## src/rtl/uram_port_arbiter_if.sv

```systemverilog
// rtl/uram_port_arbiter_if.sv - requester-side request/response bundle for uram_port_arbiter
//
// Purpose: groups both requesters' request and response signals (p0 = core
// datapath, p1 = host/loader) so they travel as one port.
// Signals (per requester pN):
//   pN_req_valid  requester -> arbiter  request present
//   pN_req_ready  arbiter -> requester  request accepted this cycle
//   pN_req_we     requester -> arbiter  1 = write, 0 = read
//   pN_req_addr   requester -> arbiter  word address
//   pN_req_wdata  requester -> arbiter  write data
//   pN_rsp_valid  arbiter -> requester  read data valid, one cycle after read accept
//   pN_rsp_data   arbiter -> requester  read data
// Modports: master = requester side, slave = arbiter side.
interface uram_port_arbiter_if #(
    parameter int DATA_WIDTH    = 64,
    parameter int ADDRESS_WIDTH = 12
);
    logic                     p0_req_valid;
    logic                     p0_req_ready;
    logic                     p0_req_we;
    logic [ADDRESS_WIDTH-1:0] p0_req_addr;
    logic [DATA_WIDTH-1:0]    p0_req_wdata;
    logic                     p0_rsp_valid;
    logic [DATA_WIDTH-1:0]    p0_rsp_data;

    logic                     p1_req_valid;
    logic                     p1_req_ready;
    logic                     p1_req_we;
    logic [ADDRESS_WIDTH-1:0] p1_req_addr;
    logic [DATA_WIDTH-1:0]    p1_req_wdata;
    logic                     p1_rsp_valid;
    logic [DATA_WIDTH-1:0]    p1_rsp_data;

    modport master (
        output p0_req_valid, p0_req_we, p0_req_addr, p0_req_wdata,
        input  p0_req_ready, p0_rsp_valid, p0_rsp_data,
        output p1_req_valid, p1_req_we, p1_req_addr, p1_req_wdata,
        input  p1_req_ready, p1_rsp_valid, p1_rsp_data
    );

    modport slave (
        input  p0_req_valid, p0_req_we, p0_req_addr, p0_req_wdata,
        output p0_req_ready, p0_rsp_valid, p0_rsp_data,
        input  p1_req_valid, p1_req_we, p1_req_addr, p1_req_wdata,
        output p1_req_ready, p1_rsp_valid, p1_rsp_data
    );
endinterface

```

## src/rtl/uram_port_arbiter.sv

```systemverilog
// rtl/uram_port_arbiter.sv - two-requester round-robin arbiter and zero-fill sequencer for a URAM macro
//
// Purpose: shares one memory (1 read port, 1 write port, 1-cycle registered
// read, write-first) between two requesters. Read and write ports are
// arbitrated independently with separate round-robin pointers. A clear
// sequencer zero-fills the whole array, one word per cycle.
// Ports:
//   clock, reset          single clock, synchronous active-high reset
//   clear_start           pulse: begin zero-fill (ignored while a clear runs)
//   clear_busy            high while zero-fill in progress
//   clear_done            1-cycle pulse after the last clear write
//   bus                   requester request/response bundle (slave side)
//   mem_raddr, mem_dout   memory read address / registered read data
//   mem_wen, mem_waddr,
//   mem_din               memory write port
module uram_port_arbiter #(
    parameter int DATA_WIDTH    = 64,
    parameter int ADDRESS_WIDTH = 12
) (
    input  logic                     clock,
    input  logic                     reset,
    input  logic                     clear_start,
    output logic                     clear_busy,
    output logic                     clear_done,
    uram_port_arbiter_if.slave       bus,
    output logic [ADDRESS_WIDTH-1:0] mem_raddr,
    input  logic [DATA_WIDTH-1:0]    mem_dout,
    output logic                     mem_wen,
    output logic [ADDRESS_WIDTH-1:0] mem_waddr,
    output logic [DATA_WIDTH-1:0]    mem_din
);
    typedef enum logic {
        ST_IDLE,
        ST_CLEAR
    } state_t;

    localparam logic [ADDRESS_WIDTH-1:0] LAST_ADDR = '1;

    state_t                   state_q, state_d;
    logic [ADDRESS_WIDTH-1:0] clear_cnt_q;
    logic                     clear_done_q;
    logic                     wr_ptr_q;      // 0: p0 wins next contended write
    logic                     rd_ptr_q;      // 0: p0 wins next contended read
    logic                     rsp0_q, rsp1_q;
    logic [ADDRESS_WIDTH-1:0] raddr_q;

    logic arb_en;
    logic wc0, wc1, rc0, rc1;
    logic wg0, wg1, rg0, rg1;

    always_comb begin
        state_d = state_q;
        case (state_q)
            ST_IDLE:  if (clear_start) state_d = ST_CLEAR;
            ST_CLEAR: if (clear_cnt_q == LAST_ADDR) state_d = ST_IDLE;
            default:  state_d = ST_IDLE;
        endcase
    end

    // Grants are gated by reset so ready reads 0 during the reset cycle itself.
    assign arb_en = (state_q == ST_IDLE) && !reset;

    assign wc0 = arb_en && bus.p0_req_valid &&  bus.p0_req_we;
    assign wc1 = arb_en && bus.p1_req_valid &&  bus.p1_req_we;
    assign rc0 = arb_en && bus.p0_req_valid && !bus.p0_req_we;
    assign rc1 = arb_en && bus.p1_req_valid && !bus.p1_req_we;

    assign wg0 = wc0 && (!wc1 || !wr_ptr_q);
    assign wg1 = wc1 && (!wc0 ||  wr_ptr_q);
    assign rg0 = rc0 && (!rc1 || !rd_ptr_q);
    assign rg1 = rc1 && (!rc0 ||  rd_ptr_q);

    always_comb begin
        clear_busy       = (state_q == ST_CLEAR);
        clear_done       = clear_done_q;
        bus.p0_req_ready = wg0 || rg0;
        bus.p1_req_ready = wg1 || rg1;
        bus.p0_rsp_valid = rsp0_q;
        bus.p1_rsp_valid = rsp1_q;
        bus.p0_rsp_data  = mem_dout;
        bus.p1_rsp_data  = mem_dout;
        mem_wen          = clear_busy || wg0 || wg1;
        mem_waddr        = bus.p0_req_addr;
        mem_din          = bus.p0_req_wdata;
        if (clear_busy) begin
            mem_waddr = clear_cnt_q;
            mem_din   = '0;
        end else if (wg1) begin
            mem_waddr = bus.p1_req_addr;
            mem_din   = bus.p1_req_wdata;
        end
        // Without a read grant the read address simply parks on its last value.
        mem_raddr = raddr_q;
        if (rg0)      mem_raddr = bus.p0_req_addr;
        else if (rg1) mem_raddr = bus.p1_req_addr;
    end

    always_ff @(posedge clock) begin
        if (reset) begin
            state_q      <= ST_IDLE;
            clear_cnt_q  <= '0;
            clear_done_q <= 1'b0;
            wr_ptr_q     <= 1'b0;
            rd_ptr_q     <= 1'b0;
            rsp0_q       <= 1'b0;
            rsp1_q       <= 1'b0;
            raddr_q      <= '0;
        end else begin
            state_q      <= state_d;
            // Counter wraps back to 0 on the last clear write.
            clear_cnt_q  <= clear_busy ? clear_cnt_q + 1'b1 : '0;
            clear_done_q <= clear_busy && (clear_cnt_q == LAST_ADDR);
            // Pointers only hand priority over after a contended grant.
            if (wc0 && wc1) wr_ptr_q <= !wr_ptr_q;
            if (rc0 && rc1) rd_ptr_q <= !rd_ptr_q;
            rsp0_q       <= rg0;
            rsp1_q       <= rg1;
            raddr_q      <= mem_raddr;
        end
    end
endmodule

```

## src/flat_wrapper.sv

```systemverilog
// flat-port wrapper written by rule: the top's interface ports become plain ports
module uram_port_arbiter_flat 
#(
    parameter int DATA_WIDTH    = 64,
    parameter int ADDRESS_WIDTH = 12
)
  (clock, reset, clear_start, clear_busy, clear_done, mem_raddr, mem_dout, mem_wen, mem_waddr, mem_din, bus_p0_req_valid, bus_p0_req_we, bus_p0_req_addr, bus_p0_req_wdata, bus_p0_req_ready, bus_p0_rsp_valid, bus_p0_rsp_data, bus_p1_req_valid, bus_p1_req_we, bus_p1_req_addr, bus_p1_req_wdata, bus_p1_req_ready, bus_p1_rsp_valid, bus_p1_rsp_data);
  uram_port_arbiter_if #(.DATA_WIDTH(DATA_WIDTH), .ADDRESS_WIDTH(ADDRESS_WIDTH)) bus_i ();
  input  logic clock;
  input  logic reset;
  input  logic clear_start;
  output logic clear_busy;
  output logic clear_done;
  output logic [ADDRESS_WIDTH-1:0] mem_raddr;
  input  logic [DATA_WIDTH-1:0] mem_dout;
  output logic mem_wen;
  output logic [ADDRESS_WIDTH-1:0] mem_waddr;
  output logic [DATA_WIDTH-1:0] mem_din;
  input wire logic [$bits(bus_i.p0_req_valid)-1:0] bus_p0_req_valid;
  input wire logic [$bits(bus_i.p0_req_we)-1:0] bus_p0_req_we;
  input wire logic [$bits(bus_i.p0_req_addr)-1:0] bus_p0_req_addr;
  input wire logic [$bits(bus_i.p0_req_wdata)-1:0] bus_p0_req_wdata;
  output wire logic [$bits(bus_i.p0_req_ready)-1:0] bus_p0_req_ready;
  output wire logic [$bits(bus_i.p0_rsp_valid)-1:0] bus_p0_rsp_valid;
  output wire logic [$bits(bus_i.p0_rsp_data)-1:0] bus_p0_rsp_data;
  input wire logic [$bits(bus_i.p1_req_valid)-1:0] bus_p1_req_valid;
  input wire logic [$bits(bus_i.p1_req_we)-1:0] bus_p1_req_we;
  input wire logic [$bits(bus_i.p1_req_addr)-1:0] bus_p1_req_addr;
  input wire logic [$bits(bus_i.p1_req_wdata)-1:0] bus_p1_req_wdata;
  output wire logic [$bits(bus_i.p1_req_ready)-1:0] bus_p1_req_ready;
  output wire logic [$bits(bus_i.p1_rsp_valid)-1:0] bus_p1_rsp_valid;
  output wire logic [$bits(bus_i.p1_rsp_data)-1:0] bus_p1_rsp_data;
  assign bus_i.p0_req_valid = bus_p0_req_valid;
  assign bus_i.p0_req_we = bus_p0_req_we;
  assign bus_i.p0_req_addr = bus_p0_req_addr;
  assign bus_i.p0_req_wdata = bus_p0_req_wdata;
  assign bus_p0_req_ready = bus_i.p0_req_ready;
  assign bus_p0_rsp_valid = bus_i.p0_rsp_valid;
  assign bus_p0_rsp_data = bus_i.p0_rsp_data;
  assign bus_i.p1_req_valid = bus_p1_req_valid;
  assign bus_i.p1_req_we = bus_p1_req_we;
  assign bus_i.p1_req_addr = bus_p1_req_addr;
  assign bus_i.p1_req_wdata = bus_p1_req_wdata;
  assign bus_p1_req_ready = bus_i.p1_req_ready;
  assign bus_p1_rsp_valid = bus_i.p1_rsp_valid;
  assign bus_p1_rsp_data = bus_i.p1_rsp_data;
  uram_port_arbiter #(.DATA_WIDTH(DATA_WIDTH), .ADDRESS_WIDTH(ADDRESS_WIDTH)) u_core (.clock(clock), .reset(reset), .clear_start(clear_start), .clear_busy(clear_busy), .clear_done(clear_done), .bus(bus_i), .mem_raddr(mem_raddr), .mem_dout(mem_dout), .mem_wen(mem_wen), .mem_waddr(mem_waddr), .mem_din(mem_din));
endmodule
```

## config.mk

```make
export PLATFORM = sky130hd
export DESIGN_NAME = uram_port_arbiter_flat
export DESIGN_NICKNAME = d
export VERILOG_FILES = /design/src/rtl/uram_port_arbiter_if.sv /design/src/rtl/uram_port_arbiter.sv /design/src/flat_wrapper.sv
export SDC_FILE = /design/constraint.sdc
export NUM_CORES = 1
export LEC_CHECK = 0
export ABC_AREA = 0
export BUFFER_PORTS_ARGS = -buffer_cell sky130_fd_sc_hd__buf_2
export CELL_PAD_IN_SITES_DETAIL_PLACEMENT = 0
export CELL_PAD_IN_SITES_GLOBAL_PLACEMENT = 1
export CORE_AREA = 8 8 168 170
export CTS_BUF_LIST = sky130_fd_sc_hd__clkbuf_4 sky130_fd_sc_hd__clkbuf_8 sky130_fd_sc_hd__clkbuf_16
export DETAILED_ROUTE_END_ITERATION = 16
export DIE_AREA = 0 0 176 178
export PLACE_DENSITY_LB_ADDON = 0.05
export SYNTH_ARGS = -nofsm -noshare
export SYNTH_HDL_FRONTEND = slang
export SYNTH_SLANG_ARGS = --single-unit
```

## constraint.sdc

```tcl
create_clock -name clock -period 2.27 [get_ports clock]
set_clock_uncertainty 0.15 [all_clocks]
set_input_delay 0.3405 -clock clock [delete_from_list [all_inputs] [get_ports clock]]
set_output_delay 0.3405 -clock clock [all_outputs]
set_load 0.03 [all_outputs]
```

# --- Word level (Yosys, flattened, before mapping) ---
# Cells that the tools add are included.
classes:
  n_addsub: 1
  n_mul: 0
  n_div: 0
  n_lt_le_gt_ge: 0
  n_eq_ne: 1
  shifts: 0
  mux: 9
  n_bitwise: 1
  n_reduce_logical: 32
ops:
  columns: ["op", "n"]
  rows:
  - ["2-to-1 mux 64 bit", 2]
  - ["2-to-1 mux 12 bit", 4]
  - ["logical AND 1 bit", 14]
  - ["adder 12 x 1 -> 12 bit (second input constant)", 1]
  - ["== test 12 bit (second input constant)", 1]
  - ["logical NOT 1 bit", 9]
  - ["logical OR 1 bit", 8]
  - ["2-to-1 mux 1 bit", 2]
  - ["one-hot mux 1 bit (2 select lines)", 1]
  - ["OR reduction 2 bit", 1]
  - ["NOT 1 bit", 1]
word_totals:
  reg_bits: 30
  latchBits: 0
  ramBits: 0
  mem_bits_ro: 0
  in_bits: 223
  out_inout_bits: 223
  word_cells: 52
  n_memories: 0

# --- Logic depth before layout (Yosys ltp) ---
# Gate-level depths: netlist (run 1).
logic_depth:
  depth_word: 9
  mapped_depth: 7
  depth_no_buf: 4

# --- Worst setup path before layout (run 1) ---
# No wires, ideal clock.
synth_timing:
  path_kind: "register to output"
  startpoint: "register u_core.state_q, in the netlist u_core.clear_busy"
  endpoint: "output port mem_waddr[0]"
  arrival_ns: 2.123
  required_ns: 1.780
  setup_slack_ns: -0.344
  stages_incl_launch_ff: 5
  n_path_buf: 1
  path_cell_list: "dfxtp_1 nand4bb_4 buf_4 nor2_1 o311ai_0"
synth_between:
  elab_chain_cells: 9
  word_cells_on_any_way: 11
  classes_between: "2 x mux; 1 x bitwise; 8 x reduce/logical"
synth_rtl:
  columns: ["element", "line", "text"]
  rows:
  - ["start: declaration", "uram_port_arbiter.sv:39", "state_t state_q, state_d;"]
  - ["start signal: assignment", "uram_port_arbiter.sv:109", "state_q <= state_d;"]
  - ["NOT 1 bit (no source line)", null, null]
  - ["logical AND 1 bit", "uram_port_arbiter.sv:61", "assign arb_en = (state_q == ST_IDLE) && !reset;"]
  - ["logical AND 1 bit (2 in a row)", "uram_port_arbiter.sv:63", "assign wc0 = arb_en && bus.p0_req_valid && bus.p0_req_we;"]
  - ["logical NOT 1 bit", "uram_port_arbiter.sv:69", "assign wg1 = wc1 && (!wc0 || wr_ptr_q);"]
  - ["logical OR 1 bit", "uram_port_arbiter.sv:69", null]
  - ["logical AND 1 bit", "uram_port_arbiter.sv:69", null]
  - ["2-to-1 mux 12 bit", "uram_port_arbiter.sv:88", "end else if (wg1) begin"]
  - ["2-to-1 mux 12 bit (*)", "uram_port_arbiter.sv:85", "if (clear_busy) begin"]
  - ["end: declaration", "flat_wrapper.sv:17", "output logic [ADDRESS_WIDTH-1:0] mem_waddr;"]
# Mark *: on every way between the ends. The rest lies on a longest branch, timed or not.

# --- Final worst setup path (run 1) ---
layout_timing:
  startpoint: "register u_core.state_q, in the netlist u_core.clear_busy"
  endpoint: "output port mem_din[50]"
layout_between:
  elab_chain_cells: 9
  word_cells_on_any_way: 11
  classes_between: "2 x mux; 1 x bitwise; 8 x reduce/logical"
layout_rtl:
  columns: ["element", "line", "text"]
  rows:
  - ["NOT 1 bit (no source line)", null, null]
  - ["logical AND 1 bit", "uram_port_arbiter.sv:61", null]
  - ["logical AND 1 bit (2 in a row)", "uram_port_arbiter.sv:63", null]
  - ["logical NOT 1 bit", "uram_port_arbiter.sv:69", null]
  - ["logical OR 1 bit", "uram_port_arbiter.sv:69", null]
  - ["logical AND 1 bit", "uram_port_arbiter.sv:69", null]
  - ["2-to-1 mux 64 bit", "uram_port_arbiter.sv:88", null]
  - ["2-to-1 mux 64 bit (*)", "uram_port_arbiter.sv:85", null]
  - ["end: declaration", "flat_wrapper.sv:18", "output logic [DATA_WIDTH-1:0] mem_din;"]
# Marked as above.

==> key figures, run 1 <==
Synthesis
  • Seq cells post-synth: 30
  • Ys flop type: dfxtp_1
  • EDFF count, synth: 0
  • Synth cell count leaders: buf_4, nand3_1, a21oi_1
  • Mapped Nets: 809
  • Xor/xnor share of the synthesized area: 0.668%
  • Largest family of logic cells by synthesized area: buffers and inverters
  • Post-synthesis adder-cell area fraction: 0.318%
  • Post-Syn Instances: 585
  • Complex-gate fraction of the synthesized area: 27.4%
  • Most instantiated library cell after synthesis: buf_4
  • Distinct cell type count after synthesis: 45
  • Sequential area share after synthesis: 15.3%
  • Synth Cell Area: 3930 um^2
  • Synth Area in Simple Gates: 22.4%
  • Synth area leaders: buf_4, dfxtp_1, nand3_1, a21oi_1, o21ai_0
  • Yosys top cell area share: 24.6%
  • Post-synth ARST share: 0%
  • Syn avg cell area: 6.72 um^2
  • Ys Warns: 0
  • Cell taking the most area after synthesis: buf_4
  • Mux cell area share after synthesis: 0.255%

Setup path
  • Crit. End Element: primary output
  • CP Data Required Time: 1.78 ns
  • Cell chain of the critical path: and4bb_4 > buf_12 > clkbuf_16 > nand3_1 > a21oi_2 > buf_6
  • Data arrival, critical path: 1.78 ns
  • Crit path max fanout: 11
  • Critical path class: reg -> out
  • Max stage delay on crit path: 0.39 ns
  • Crit start category: register
  • CP max stage cell: and4bb_4

Status
  • Status: finished clean

Clocking
  • CTS HTree Levels: 2
  • Worst-path clk slew: 0.05 ns
  • Clock sinks: 30
  • Worst skew pair latency: 0.28 ns
  • CTS Buffer Depth: 2
  • Clock root cell: clkbuf_16
  • CTS buffer count: 5
  • TritonCTS clock tree: yes

Global routing
  • Vias in the first global route: 4,798
  • First-pass GRT wire length: 31.0 mm
  • Initial antenna violation count: 5
  • GR Util All Layers: 12.7%
  • Total gr overflow: 0
  • Largest net degree at the start of global routing: 68

Routing
  • DR WL/cell: 20.8 um
  • Met2 wire len: 10.2 mm
  • Vias/cell: 4.48
  • ANT nets after route: 0
  • Detailed Route Iter0 Violations: 188
  • Drc violations: 0
  • Met1 WL: 9.15 mm
  • Drt first pass iters: 4
  • Routed length on met3: 1.99 mm
  • Routed Wire Length: 21.6 mm
  • Vias post-DR: 4,647
  • DR top layer: met5

Floorplanning
  • Initial core utilization: 15.4%
  • I/O Pins: 446
  • Rows: 59
  • Die H: 178 um
  • Die width: 176 um
  • Die area: 31,300 um^2
  • Core area: 25,600 um^2

Placed design
  • DP Area: 4920 um^2
  • Port buffer count: 253
  • Worst slack at placement: 0.0833 ns
  • Placer Congestion: 0.804
  • Post-DP HPWL: 16.8 mm
  • Placed Cells: 1,019

Timing
  • Final hold vios: 0
  • Max-slew violation count: 0
  • Final setup fails: 0
  • Worst Slack Setup Final: 0.00106 ns
  • Final Cycle Share: 100%
  • Max Freq: 441 MHz
  • Slew HR: 62.8%
  • Hold_ws: 0.209 ns
  • RSZ-0062 raised after global routing: yes
  • Post-route minimum period: 2.27 ns
  • Worst-margin pin slew: 0.557 ns
  • Setup TNS: 0 ns

Pwr
  • Cell Pwr Density: 427 nW/um^2
  • Lkg Pwr: 2.28 nW
  • Power Total: 2.45 mW
  • Peak VDD IR: 0.259 mV

Cells and area
  • Net count, final: 926
  • Share of layout cells above drive strength 1: 54.2%
  • Final Non-Filler Cells: 1,038
  • Final Cell Area: 5740 um^2
  • Antenna cell count: 0
  • Area growth, synth to finish: 45.9%
  • Final core utilization: 22.4%

Worst hold path
  • Hold/Removal Path Class: in -> reg

Run
  • Max-cap viol count: 0
[worst max-delay path, delay by kind of cell, from the launching register on]
kind	cells	cell delay, ns
DFF	1	0.38
buffers and inverters	3	0.49
AOI/OAI and AO/OA	1	0.15
and+or+nand+nor	2	0.48
[repair_timing]
item,in CTS,in global routing
pin swaps,1,7
setup endpoints to repair,75,77
resized for setup,61,142
hold buffers,0,0
cloned,1,2
buffers inserted,5,4
hold endpoints to repair,0,0
[final timing paths]
path | startpoint | end | slack [ns] | cells past startpoint
worst max-delay path | u_core.clear_busy$_SDFF_PP0_ | mem_din[50] | 0.001 | 6
worst min-delay path | bus_p0_req_addr[1] | u_core.raddr_q[1]$_SDFF_PP0_ | 0.21 | 3
worst max register to register | u_core.clear_busy$_SDFF_PP0_ | u_core.clear_done$_SDFF_PP0_ | 0.50 | 4
worst min register to register | u_core.clear_cnt_q[0]$_SDFF_PP0_ | u_core.clear_cnt_q[0]$_SDFF_PP0_ | 0.31 | 1
[layout by cell type, fill, tap and decap left out, types with 5 or more instances in the layout]
cell	netlist	routed
o21ai_1	6	8
dfxtp_1	30	29
o211ai_1	12	12
clkbuf_16	0	7
nand3_1	104	93
buf_2	20	180
nand3_2	0	11
o311ai_0	15	12
a21oi_2	0	52
buf_12	0	11
a21oi_1	73	21
nand2_1	16	16
buf_4	129	46
nor2_1	6	5
buf_6	5	50
o311ai_2	0	9
o21ai_0	60	58
inv_1	26	26
[area by class of cell]
type,count,area [um^2]
Tap cell,335,419
Fill cell,2927,19900
Clock buffer,7,146
Sequential cell,30,604
Multi-Input combinational cell,348,2330
Inverter,26,97.6
Clock inverter,1,5.00
Timing Repair Buffer,291,2130
[power by group]
part / internal [mW] / total, mW / switching, mW / leakage, nW
Clock: 0.446 / 0.692 / 0.245 / 0.0773
Combinational: 0.487 / 1.20 / 0.717 / 1.96
Sequential: 0.546 / 0.555 / 0.00921 / 0.245
[sequential cells by signal (all words and copies together) (netlist names)]
| name | count |
|---|---|
| u_core.bus.p0_rsp_valid | 1 |
| u_core.bus.p1_rsp_valid | 1 |
| u_core.clear_busy | 1 |
| u_core.clear_cnt_q | 12 |
| u_core.clear_done | 1 |
| u_core.raddr_q | 12 |
| u_core.rd_ptr_q | 1 |
| u_core.wr_ptr_q | 1 |
[per-layer routing]
| metal | GRT usage (%) | vias to the layer above |
|---|---|---|
| met5 | 0 | - |
| met4 | 2.01 | 10 |
| met3 | 5.14 | 24 |
| met2 | 21.4 | 234 |
| met1 | 15.2 | 2188 |
| li1 | - | 2191 |
[kinds of logic after synthesis]
logic type | after synthesis
muxes | 1
buffers and inverters | 207
AOI/OAI and AO/OA | 185
xor gates and xnor gates | 3
DFF | 30
and+or+nand+nor | 158
adders and majority gates | 1
(Power assumes the default switching activity.)
==> run 2: changes to the inputs <==
--- a/config.mk
+++ b/config.mk
@@ -5,14 +5,14 @@
 export SDC_FILE = /design/constraint.sdc
 export NUM_CORES = 1
 export LEC_CHECK = 0
-export ABC_AREA = 0
+export ABC_AREA = 1
 export BUFFER_PORTS_ARGS = -buffer_cell sky130_fd_sc_hd__buf_2
 export CELL_PAD_IN_SITES_DETAIL_PLACEMENT = 0
 export CELL_PAD_IN_SITES_GLOBAL_PLACEMENT = 1
-export CORE_AREA = 8 8 168 170
+export CORE_AREA = 8 8 167 169
 export CTS_BUF_LIST = sky130_fd_sc_hd__clkbuf_4 sky130_fd_sc_hd__clkbuf_8 sky130_fd_sc_hd__clkbuf_16
 export DETAILED_ROUTE_END_ITERATION = 16
-export DIE_AREA = 0 0 176 178
+export DIE_AREA = 0 0 175 177
 export PLACE_DENSITY_LB_ADDON = 0.05
 export SYNTH_ARGS = -nofsm -noshare
 export SYNTH_HDL_FRONTEND = slang
==> constraint.sdc (replaced) <==
create_clock -name clock -period 1.9 [get_ports clock]
set_clock_uncertainty 0.15 [all_clocks]
set_input_delay 0.285 -clock clock [delete_from_list [all_inputs] [get_ports clock]]
set_output_delay 0.285 -clock clock [all_outputs]
set_load 0.03 [all_outputs]
==> run 2 against run 1 <==
Sequential power grew 19%. Non-clock buffer count grew 42. Synthesized area shrank 4.8%. Critical endpoint is now mem_din[24]. Sequential share of layout area shrank 2.0 points. Wire length grew 1.2%. Cell count grew 12%. Via count grew 0.15%. Worst setup slack lost 0.41 ns. Combinational power grew 92%. Register-to-register slack lost 0.38 ns. Clock-buffer cell count shrank 1. Flip-flop and latch count is the same. The flow now finishes with violations (setup timing).
==> key figures, run 2 <==
Cells and area
  • Commonest non-fill, non-tap cells in the layout: buf_2, nor2_4, nand2_1, buf_4, buf_6
  • Net count, final: 1,051 (+13%)
  • Top flop regs: u_core.clear_cnt_q (12), u_core.raddr_q (12)
  • Area growth, synth to finish: 88.8%
  • Commonest non-fill, non-tap cell in the layout: buf_2
  • Share of layout cells above drive strength 1: 66.9% (+13 points)

Floorplanning
  • I/O Pins: 446 (unchanged)
  • Die H: 177 um (-0.56%)
  • Core area: 25,500 um^2 (-0.58%)
  • Die area: 31,000 um^2 (-1.1%)
  • Rows: 59 (unchanged)
  • Initial core utilization: 14.7% (-0.65 points)
  • Die width: 175 um (-0.57%)

Synthesis
  • Synth cell count leaders: nor2_1, buf_4, nand2_1
  • EDFF count, synth: 0 (unchanged)
  • Ys Warns: 0 (unchanged)
  • Synth Cell Area: 3740 um^2 (-4.8%)
  • Ys flop type: dfxtp_1
  • Mapped Nets: 871 (+7.7%)
  • Cell taking the most area after synthesis: buf_4
  • Post-synth ARST share: 0% (unchanged)
  • Syn avg cell area: 5.79 um^2 (-14%)
  • Post-Syn Instances: 647 (+11%)
  • Seq cells post-synth: 30 (unchanged)
  • Yosys top cell area share: 25.9% (+1.2 points)
  • Sequential area share after synthesis: 16.0% (+0.77 points)
  • Synth area leaders: buf_4, dfxtp_1, nor2_1, nand2_1, o21ai_0
  • Most instantiated library cell after synthesis: nor2_1
  • Distinct cell type count after synthesis: 24 (-47%)

Routing
  • ANT nets after route: 0 (unchanged)
  • Drt first pass iters: 4 (unchanged)
  • Vias/cell: 3.99 (-11%)
  • Detailed Route Iter0 Violations: 164 (-13%)
  • Routed Wire Length: 21.9 mm (+1.2%)
  • Drc violations: 0 (unchanged)
  • Vias post-DR: 4,654 (+0.15%)
  • DR WL/cell: 18.8 um (-9.9%)

Timing
  • RSZ-0062 raised after global routing: yes
  • Final hold vios: 0 (unchanged)
  • Worst Slack Setup Final: -0.412 ns (-0.414 ns)
  • Post-route minimum period: 2.31 ns
  • Max-slew violation count: 0 (unchanged)
  • Worst-margin pin slew: 0.328 ns (-0.229 ns)
  • Final setup fails: 90 (+90)
  • Max Freq: 432 MHz
  • Slew HR: 77.9% (+15 points)
  • Setup TNS: -30.92 ns (-30.92 ns)
  • Final Cycle Share: 122%

Global routing
  • First-pass GRT wire length: 30.6 mm (-1.0%)
  • Vias in the first global route: 5,067 (+5.6%)
  • GR Util All Layers: 12.9% (+0.17 points)
  • Initial antenna violation count: 9 (+4)
  • Largest net degree at the start of global routing: 42 (-38%)
  • Total gr overflow: 0 (unchanged)

Clocking
  • Worst skew pair latency: 0.28 ns (about the same)
  • CTS buffer count: 5 (unchanged)
  • TritonCTS clock tree: yes
  • Hold_buf cts: 0 (unchanged)
  • Clock sinks: 30 (unchanged)
  • CTS HTree Levels: 2 (unchanged)
  • Worst-path clk slew: 0.06 ns (about the same)
  • Clock root cell: clkbuf_16
  • CTS Buffer Depth: 2 (unchanged)

Setup path
  • Crit start category: register
  • Data arrival, critical path: 1.88 ns (+0.10 ns)
  • Crit. End Element: primary output
  • Critical path class: reg -> out
  • Crit path max fanout: 7 (-4)
  • CP Data Required Time: 1.46 ns (-0.32 ns)

Pwr
  • Lkg Pwr: 3.21 nW (+41%)
  • Peak VDD IR: 0.298 mV (+15%)
  • Clock share of power: 22.1% (-6.1 points)
  • Internal: 2.13 mW (+44%)
  • Cell Pwr Density: 537 nW/um^2 (+26%)
  • P_sw: 1.66 mW (+71%)
  • Seq pwr share: 17.5% (-5.2 points)
  • Combinational power share: 60.5% (+11 points)
  • Sw frac: 43.8% (+4.2 points)
  • Power Total: 3.80 mW (+55%)

Worst hold path
  • Hold/Removal Path Class: in -> reg

Placed design
  • Post-DP HPWL: 16.5 mm (-1.7%)
  • Placer Congestion: 0.727 (-9.6%)
  • Port buffer count: 253 (unchanged)

Status
  • Failing checks: setup timing
  • Status: complete, but fails checks

Run
  • Max-cap viol count: 0 (unchanged)
==> run 2: per-stage QoR <==
stage / cells / instance area, um^2 / util, % / setup slack [ns] / hold WS, ns
2_1_floorplan: 647 / 4230 / - / -0.0464 / 0.245
3_5_place_dp: 1125 / 5240 / 20.6 / -0.297 / 0.308
4_1_cts: 1143 / 6200 / 24.3 / -0.473 / 0.0996
6_report: 1166 / 7070 / 27.8 / -0.412 / 0.0945
5_1_grt: 1165 / 7070 / 27.7 / -0.514 / 0.0967
3_3_place_gp: 1125 / 5240 / 20.6 / -0.294 / 0.301
==> run 2: kinds of logic after synthesis <==
logic type | share of synthesized area, %
simple gates | 34.3
buf+inv | 35.1
compound gates | 14.0
flops | 16.0
xor+xnor | 0.234
fa+ha+maj | 0.334
==> run 2: worst paths after layout <==
path                                       to  slack, ns  depth (start not counted)                        startpoint
max                               mem_din[24]      -0.41                          9      u_core.clear_busy$_SDFF_PP0_
min              u_core.clear_busy$_SDFF_PP0_       0.09                          3                       clear_start
max reg2reg      u_core.raddr_q[6]$_SDFF_PP0_       0.12                         11      u_core.clear_busy$_SDFF_PP0_
min reg2reg  u_core.clear_cnt_q[0]$_SDFF_PP0_       0.33                          1  u_core.clear_cnt_q[0]$_SDFF_PP0_
==> run 2: final cells by class <==
type,instances,area [um^2]
fill,2852,18400
multi-input combinational,410,3000
timing repair buffer,333,2690
sequential,30,604
tap,335,419
inverter,47,194
clock buffer,6,139
clock inverter,2,12.5
antenna,3,7.51
==> run 2: critical path, cell delays in order, from the launching register on <==
cell and delay, ns:
dfxtp_4 0.35, nor2_4 0.16, nand3_2 0.12, inv_4 0.10, nand2_8 0.10, buf_4 0.16
clkbuf_16 0.16, o21ai_1 0.21, nor2_4 0.04, clkbuf_4 0.18
==> run 2: timing repair <==
| item | 4_1_cts | 5_1_grt |
|---|---|---|
| buffers inserted | 6 | 10 |
| pin swaps | 13 | 6 |
| resized for setup | 217 | 166 |
| endpoints found under the setup margin | 91 | 96 |
| gates cloned | 4 | 10 |
==> run 2: power by group through the flow <==
stage	logic, mW	clock network [mW]	registers [mW]
2_1_floorplan	1.60	0	0.686
3_3_place_gp	1.77	0	0.677
3_5_place_dp	1.77	0	0.677
4_1_cts	2.08	0.867	0.664
5_1_grt	2.45	0.888	0.666
6_report	2.30	0.839	0.663
==> run 2: per-layer routing <==
metal | global-route usage [%] | wire [um]
met1 | 14.5 | 8780
met2 | 22.0 | 10600
met3 | 5.97 | 2120
met4 | 2.68 | 320
met5 | 0 | 100
